--- src/rtl/mem_port_arbiter_if.sv ---
// Memory-port bundle: IF and D requester handshakes plus the MAR/RAM/MDR strobes.
// The arbiter takes the slave modport; the control unit / datapath side takes master.
interface mem_port_arbiter_if;
   logic        if_req;
   logic [31:0] if_addr;
   logic        if_gnt;
   logic        if_done;
   logic        d_req;
   logic [31:0] d_addr;
   logic [5:0]  d_op;
   logic        d_gnt;
   logic        d_done;
   logic [31:0] MAR_addr;
   logic        MAR_Enable;
   logic        RAM_enable;
   logic [5:0]  RAM_OpCode;
   logic        MDR_Enable;
   logic        MFC;
   logic        busy;
   logic        mem_err;

   modport master (
      output if_req, if_addr, d_req, d_addr, d_op, MFC,
      input  if_gnt, if_done, d_gnt, d_done, MAR_addr, MAR_Enable,
             RAM_enable, RAM_OpCode, MDR_Enable, busy, mem_err
   );

   modport slave (
      input  if_req, if_addr, d_req, d_addr, d_op, MFC,
      output if_gnt, if_done, d_gnt, d_done, MAR_addr, MAR_Enable,
             RAM_enable, RAM_OpCode, MDR_Enable, busy, mem_err
   );
endinterface

--- src/rtl/mem_port_arbiter.sv ---
// Round-robin IF/D sharing of the single RAM port: GRANT, ACCESS (until MFC), CAPTURE, DONE; min 5 cycles req->done.
// Requesters hold req until done; MEM_TIMEOUT_EN adds an ACCESS watchdog that ends in a one-cycle ERR.
module mem_port_arbiter #(
   parameter int         TIMEOUT_CYCLES = 16,
   parameter logic [5:0] FETCH_OP       = 6'b000000
) (
   input logic               Clk,
   input logic               RESET,
   mem_port_arbiter_if.slave bus
);

   generate
      if (TIMEOUT_CYCLES < 2 || TIMEOUT_CYCLES > 255) begin : g_bad_timeout
         $error("TIMEOUT_CYCLES must be within 2..255");
      end
   endgenerate

   typedef enum logic [2:0] {IDLE, GRANT, ACCESS, CAPTURE, DONE, ERR} state_t;

   localparam logic OWN_IF = 1'b0;
   localparam logic OWN_D  = 1'b1;

   state_t state;
   logic   owner;
   logic   rr_last;
   logic   pick_d;

   // On a tie the requester that was not served last wins.
   assign pick_d   = bus.d_req && (!bus.if_req || rr_last == OWN_IF);
   assign bus.busy = (state != IDLE);

`ifdef MEM_TIMEOUT_EN
   localparam logic [7:0] TIMEOUT_LIM = 8'(TIMEOUT_CYCLES);
   logic [7:0] to_cnt;
   logic       err_q;
   assign bus.mem_err = err_q;
`else
   assign bus.mem_err = 1'b0;
`endif

   always_ff @(posedge Clk) begin
      if (!RESET) begin
         state          <= IDLE;
         owner          <= OWN_IF;
         rr_last        <= OWN_IF;
         bus.if_gnt     <= 1'b0;
         bus.if_done    <= 1'b0;
         bus.d_gnt      <= 1'b0;
         bus.d_done     <= 1'b0;
         bus.MAR_addr   <= '0;
         bus.MAR_Enable <= 1'b0;
         bus.RAM_enable <= 1'b0;
         bus.RAM_OpCode <= '0;
         bus.MDR_Enable <= 1'b0;
`ifdef MEM_TIMEOUT_EN
         to_cnt         <= '0;
         err_q          <= 1'b0;
`endif
      end else begin
         case (state)
            IDLE: begin
               if (bus.if_req || bus.d_req) begin
                  state          <= GRANT;
                  owner          <= pick_d;
                  bus.if_gnt     <= !pick_d;
                  bus.d_gnt      <= pick_d;
                  bus.MAR_addr   <= pick_d ? bus.d_addr : bus.if_addr;
                  bus.RAM_OpCode <= pick_d ? bus.d_op : FETCH_OP;
                  bus.MAR_Enable <= 1'b1;
               end
            end
            GRANT: begin
               state          <= ACCESS;
               bus.MAR_Enable <= 1'b0;
               bus.RAM_enable <= 1'b1;
`ifdef MEM_TIMEOUT_EN
               to_cnt         <= '0;
`endif
            end
            ACCESS: begin
               if (bus.MFC) begin
                  state          <= CAPTURE;
                  bus.RAM_enable <= 1'b0;
                  // Stores (op bit 2 set) leave MDR untouched; fetches always load.
                  bus.MDR_Enable <= (owner == OWN_IF) || !bus.RAM_OpCode[2];
               end
`ifdef MEM_TIMEOUT_EN
               else if (to_cnt == TIMEOUT_LIM - 8'd1) begin
                  state          <= ERR;
                  to_cnt         <= to_cnt + 8'd1;
                  bus.RAM_enable <= 1'b0;
                  err_q          <= 1'b1;
               end else begin
                  to_cnt <= to_cnt + 8'd1;
               end
`endif
            end
            CAPTURE: begin
               state          <= DONE;
               bus.MDR_Enable <= 1'b0;
               bus.if_done    <= (owner == OWN_IF);
               bus.d_done     <= (owner == OWN_D);
            end
            DONE, ERR: begin
               state          <= IDLE;
               rr_last        <= owner;
               bus.if_gnt     <= 1'b0;
               bus.d_gnt      <= 1'b0;
               bus.if_done    <= 1'b0;
               bus.d_done     <= 1'b0;
               bus.MAR_addr   <= '0;
               bus.RAM_OpCode <= '0;
`ifdef MEM_TIMEOUT_EN
               err_q          <= 1'b0;
`endif
            end
            default: state <= IDLE;
         endcase
      end
   end

endmodule

--- src/flat_wrapper.sv ---
// flat-port wrapper written by rule: the top's interface ports become plain ports
module mem_port_arbiter_flat 
#(
   parameter int         TIMEOUT_CYCLES = 16,
   parameter logic [5:0] FETCH_OP       = 6'b000000
)
  (Clk, RESET, bus_if_req, bus_if_addr, bus_d_req, bus_d_addr, bus_d_op, bus_MFC, bus_if_gnt, bus_if_done, bus_d_gnt, bus_d_done, bus_MAR_addr, bus_MAR_Enable, bus_RAM_enable, bus_RAM_OpCode, bus_MDR_Enable, bus_busy, bus_mem_err);
  mem_port_arbiter_if bus_i ();
  input logic Clk;
  input logic RESET;
  input wire logic [$bits(bus_i.if_req)-1:0] bus_if_req;
  input wire logic [$bits(bus_i.if_addr)-1:0] bus_if_addr;
  input wire logic [$bits(bus_i.d_req)-1:0] bus_d_req;
  input wire logic [$bits(bus_i.d_addr)-1:0] bus_d_addr;
  input wire logic [$bits(bus_i.d_op)-1:0] bus_d_op;
  input wire logic [$bits(bus_i.MFC)-1:0] bus_MFC;
  output wire logic [$bits(bus_i.if_gnt)-1:0] bus_if_gnt;
  output wire logic [$bits(bus_i.if_done)-1:0] bus_if_done;
  output wire logic [$bits(bus_i.d_gnt)-1:0] bus_d_gnt;
  output wire logic [$bits(bus_i.d_done)-1:0] bus_d_done;
  output wire logic [$bits(bus_i.MAR_addr)-1:0] bus_MAR_addr;
  output wire logic [$bits(bus_i.MAR_Enable)-1:0] bus_MAR_Enable;
  output wire logic [$bits(bus_i.RAM_enable)-1:0] bus_RAM_enable;
  output wire logic [$bits(bus_i.RAM_OpCode)-1:0] bus_RAM_OpCode;
  output wire logic [$bits(bus_i.MDR_Enable)-1:0] bus_MDR_Enable;
  output wire logic [$bits(bus_i.busy)-1:0] bus_busy;
  output wire logic [$bits(bus_i.mem_err)-1:0] bus_mem_err;
  assign bus_i.if_req = bus_if_req;
  assign bus_i.if_addr = bus_if_addr;
  assign bus_i.d_req = bus_d_req;
  assign bus_i.d_addr = bus_d_addr;
  assign bus_i.d_op = bus_d_op;
  assign bus_i.MFC = bus_MFC;
  assign bus_if_gnt = bus_i.if_gnt;
  assign bus_if_done = bus_i.if_done;
  assign bus_d_gnt = bus_i.d_gnt;
  assign bus_d_done = bus_i.d_done;
  assign bus_MAR_addr = bus_i.MAR_addr;
  assign bus_MAR_Enable = bus_i.MAR_Enable;
  assign bus_RAM_enable = bus_i.RAM_enable;
  assign bus_RAM_OpCode = bus_i.RAM_OpCode;
  assign bus_MDR_Enable = bus_i.MDR_Enable;
  assign bus_busy = bus_i.busy;
  assign bus_mem_err = bus_i.mem_err;
  mem_port_arbiter #(.TIMEOUT_CYCLES(TIMEOUT_CYCLES), .FETCH_OP(FETCH_OP)) u_core (.Clk(Clk), .RESET(RESET), .bus(bus_i));
endmodule
--- config.mk ---
export PLATFORM = sky130hd
export DESIGN_NAME = mem_port_arbiter_flat
export DESIGN_NICKNAME = d
export VERILOG_FILES = /design/src/rtl/mem_port_arbiter_if.sv /design/src/rtl/mem_port_arbiter.sv /design/src/flat_wrapper.sv
export SDC_FILE = /design/constraint.sdc
export NUM_CORES = 1
export LEC_CHECK = 0
export CAP_MARGIN = 20
export CORE_MARGIN = 5
export CORE_UTILIZATION = 37
export DETAILED_ROUTE_END_ITERATION = 8
export PLACE_DENSITY_LB_ADDON = 0.08
export SYNTH_ARGS = -nofsm -noshare
export SYNTH_HDL_FRONTEND = slang
export SYNTH_SLANG_ARGS = --single-unit
--- constraint.sdc ---
create_clock -name Clk -period 1.52 [get_ports Clk]
set_clock_uncertainty 0.1 [all_clocks]
set_input_delay 0.228 -clock Clk [delete_from_list [all_inputs] [get_ports Clk]]
set_output_delay 0.228 -clock Clk [all_outputs]
set_load 0.005 [all_outputs]
==> results.txt <==
Input and output buffers added on the ports amount to 120. After detailed routing, the average wire length per cell comes to 15.82 um. For the worst flop-to-flop path, the logic depth is 6.

At the placement stage, the worst setup path has a slack of -267.3 ps. Cells with a size suffix above 1 make up 26.92% of the layout. TritonCTS built the clock tree. The critical path in this run is classified as input port to flop. The detailed router finished its first iteration with 45 violations. Data on the critical path arrives at its endpoint at 1590 ps. Power spread over the standard cell area amounts to 988.5 mW/mm^2. Minimum clock period after layout: 1506 ps.

The capture point of the worst reg-to-reg path is u_core.bus.MAR_addr[19]$_SDFFE_PN0P_. The startpoint identified for the worst hold timing path is u_core.bus.MAR_addr[31]$_SDFFE_PN0P_. Count of hold-fix buffers inserted at cts: 0. The startpoint identified for the worst register-to-register timing path is u_core.state[2]$_SDFFE_PN0P_. Max-slew violation count: 0. The first global-routing pass estimated 9011 um of wire. The portion of the post-synthesis area used by sequential elements is 48.25%, and the via count of the first global-routing pass is 1875. 0 antenna diodes ended up in the layout.

The worst min-delay path category is flop to flop. For this block, the routed nets add up to 6074 um of wire. For this run, design rule violations remaining after detail routing come to 0.

The number of nets handed over by synthesis was 257. Dividing the final minimum period by the clock period gives 99.07%. Across the run, the number of max-cap violations was 0. The logs give 4400 um for the HPWL reported at the end of detailed placement and 182 for the number of cells produced by synthesis.

The I/O pin count is 122, and the vertical die dimension is 84.88 um. The tools report the cell at the root of the clock tree as clkbuf_8. The cell area that synthesis handed to floorplanning was 0.002074 mm^2. In this run the register-to-register setup slack is 110 ps. The worst hold endpoint is u_core.bus.MAR_addr[31]$_SDFFE_PN0P_. Yosys printed 0 warnings.

For the worst setup path, the data required time is 1600 ps. The net count of the finished layout is 388. The tools report the via count as 1900.

The die covers 0.007205 mm^2. Before antenna repair, the detailed router went through 4 iterations. At the later pin of the worst-skew pair, clock insertion delay measures 290 ps. VDD sags by at most 0.6338 mV. The most common cell after layout, fill and taps aside is clkdlybuf4s50_1. In this run the core area contains 27 standard-cell rows. The worst setup path is launched from an input port. After synthesis, the netlist uses 30 different library cells. The placer's final routability congestion estimate was 0.7293; the count of state elements after synthesis was 50.

The maximum buffer depth of the clock tree was 2; the maximum level of the CTS H-tree was 2. The design draws 3.801 mW. Hold violation total from the final report: 0. The flow ran to the end, and the final reports show no timing, DRC or antenna violations.

The tools report the filler cell count as 452. Dividing the synthesized area by the synthesized cell count gives 11.40 um^2. The effective utilization at floorplan is 37.91%. The tools report the final design area excluding fillers as 0.003845 mm^2. Clock tree synthesis found a total of 50 sinks.

The initial antenna violation count was 0. Static timing analysis puts the maximum clock frequency at 664.1 MHz. The cell area reported after detailed placement was 0.003423 mm^2; the count of nets left with antenna violations after detail routing was 0. Global routing used 15.37% of the available tracks. The total grt overflow was 0; the CTS clock-pin slew for the worst setup and hold paths was 90 ps. Setup violations remaining at the end of the flow were counted as 0.

After layout, the worst setup slack is 14.13 ps. Buffers inserted during clock tree synthesis total 5. The worst hold path cell count came out at 1. Relative to the synthesized area, the layout overhead comes to 85.34%. The core region area was 0.005473 mm^2. The largest fanout on the critical path was 20. The worst setup path is captured at a flop. The top cell types in the final layout, fill and taps aside, are 100 x clkdlybuf4s50_1, 31 x mux2i_1, 25 x dfxtp_1.

Maximum number of pins on one net before global-route repair: 24. The horizontal die dimension works out to 84.88 um. The tools report the leakage power of the design as 1.793 nW. Using the TritonRoute via totals, the vias-per-cell ratio works out to 4.948.
==> stage by stage <==
stage	utilization, %	TNS, ps	instances	hold WS, ps
floorplan	-	0	182	253.5
global placement	62.55	-8604	373	333.2
detailed placement	62.55	-9338	373	348.9
CTS	64.33	0	380	367.3
global route	70.26	-40.58	384	376.5
finish	70.26	0	384	358.4
==> critical path, stage by stage <==
cell and delay (ps):
clkdlybuf4s50_1 500, a21boi_4 260, buf_12 210, mux2i_1 290, o2bb2ai_2 70
==> report_power, final <==
group	switching [mW]	internal (mW)
logic	0.507	0.862
clock network	0.396	0.352
registers	0.145	1.54
total	1.05	2.75
==> cell type report <==
class | instances | area (um^2) | area share [%]
clock buffer | 6 | 82.58 | 2.148
multi-input combinational | 114 | 1139 | 29.61
sequential | 50 | 1037 | 26.98
tap | 72 | 90.09 | 2.343
inverter | 1 | 3.754 | 0.09762
timing repair buffer | 141 | 1493 | 38.82
==> layer usage <==
metal | share of wire (%) | track usage, % | routed length (um)
met5 | 0 | 0 | 0
met1 | 40 | 17.65 | 2414
met2 | 51 | 26.05 | 3082
met4 | 0.84 | 3.885 | 51
met3 | 8.7 | 6.990 | 526
==> cell families (layout without fill, tap and decap cells) <==
family / Yosys count / count (layout) / share of synthesized area, %
buf+inv: 18 / 148 / 5.549
other cells: 1 / 1 / 0.1808
flops: 50 / 50 / 48.25
simple gates: 24 / 24 / 7.298
mux: 32 / 32 / 15.44
xor+xnor: 1 / 1 / 0.4223
compound gates: 56 / 56 / 22.86
==> synthesized netlist by cell type, drive strengths merged <==
| master | instances | area, um^2 |
|---|---|---|
| nand2b | 1 | 6.260 |
| a22o | 6 | 52.55 |
| a21boi | 6 | 45.04 |
| nand3b | 3 | 22.52 |
| and3 | 2 | 12.51 |
| nand3 | 1 | 5.000 |
| a21oi | 2 | 10.01 |
| xnor2 | 1 | 8.760 |
| nor2b | 1 | 6.260 |
| a21o | 1 | 7.510 |
| nor3 | 1 | 16.27 |
| and4bb | 1 | 12.51 |
| conb | 1 | 3.750 |
| and2 | 2 | 12.51 |
| o21ai | 4 | 20.02 |
| buf | 15 | 103.9 |
| o311a | 1 | 21.27 |
| o21a | 2 | 15.01 |
| inv | 1 | 3.750 |
| nor3b | 2 | 15.01 |
| and3b | 1 | 8.760 |
| o2bb2ai | 32 | 280.3 |
| nor2 | 4 | 15.01 |
| mux2i | 32 | 320.3 |
| o2111a | 2 | 22.52 |
| clkbuf | 2 | 7.510 |
| dfxtp | 50 | 1001 |
| nand2 | 5 | 18.77 |
==> what timing repair did <==
item | CTS | global route
pin swaps | 1 | 2
gates cloned | 0 | 3
setup endpoints to repair | 2 | 64
setup buffers | 1 | 2
resized for setup | 8 | 73
hold endpoints to repair | 0 | 0
==> flip-flops by register name, indices dropped and copies added, names as in the netlist <==
signal / flops
u_core.bus.if_gnt: 1
u_core.rr_last: 1
u_core.bus.MAR_addr: 32
u_core.bus.MAR_Enable: 1
u_core.bus.if_done: 1
u_core.bus.RAM_enable: 1
u_core.state: 3
u_core.owner: 1
u_core.bus.RAM_OpCode: 6
u_core.bus.d_gnt: 1
u_core.bus.d_done: 1
u_core.bus.MDR_Enable: 1
==> worst max path at each step <==
stage	startpoint	end	slack (ps)	depth (start not counted)
floorplan	u_core.state[0]$_SDFFE_PN0P_	u_core.bus.MAR_addr[21]$_SDFFE_PN0P_	150	5
global placement	bus_if_req	u_core.bus.MAR_addr[23]$_SDFFE_PN0P_	-240	5
detailed placement	bus_if_req	u_core.bus.MAR_addr[22]$_SDFFE_PN0P_	-270	5
CTS	u_core.bus.MAR_addr[22]$_SDFFE_PN0P_	bus_MAR_addr[22]	3	1
global route	u_core.bus.MAR_addr[23]$_SDFFE_PN0P_	bus_MAR_addr[23]	-20	1
finish	bus_d_req	u_core.bus.MAR_addr[1]$_SDFFE_PN0P_	10	5
(Power assumes the default switching activity.)
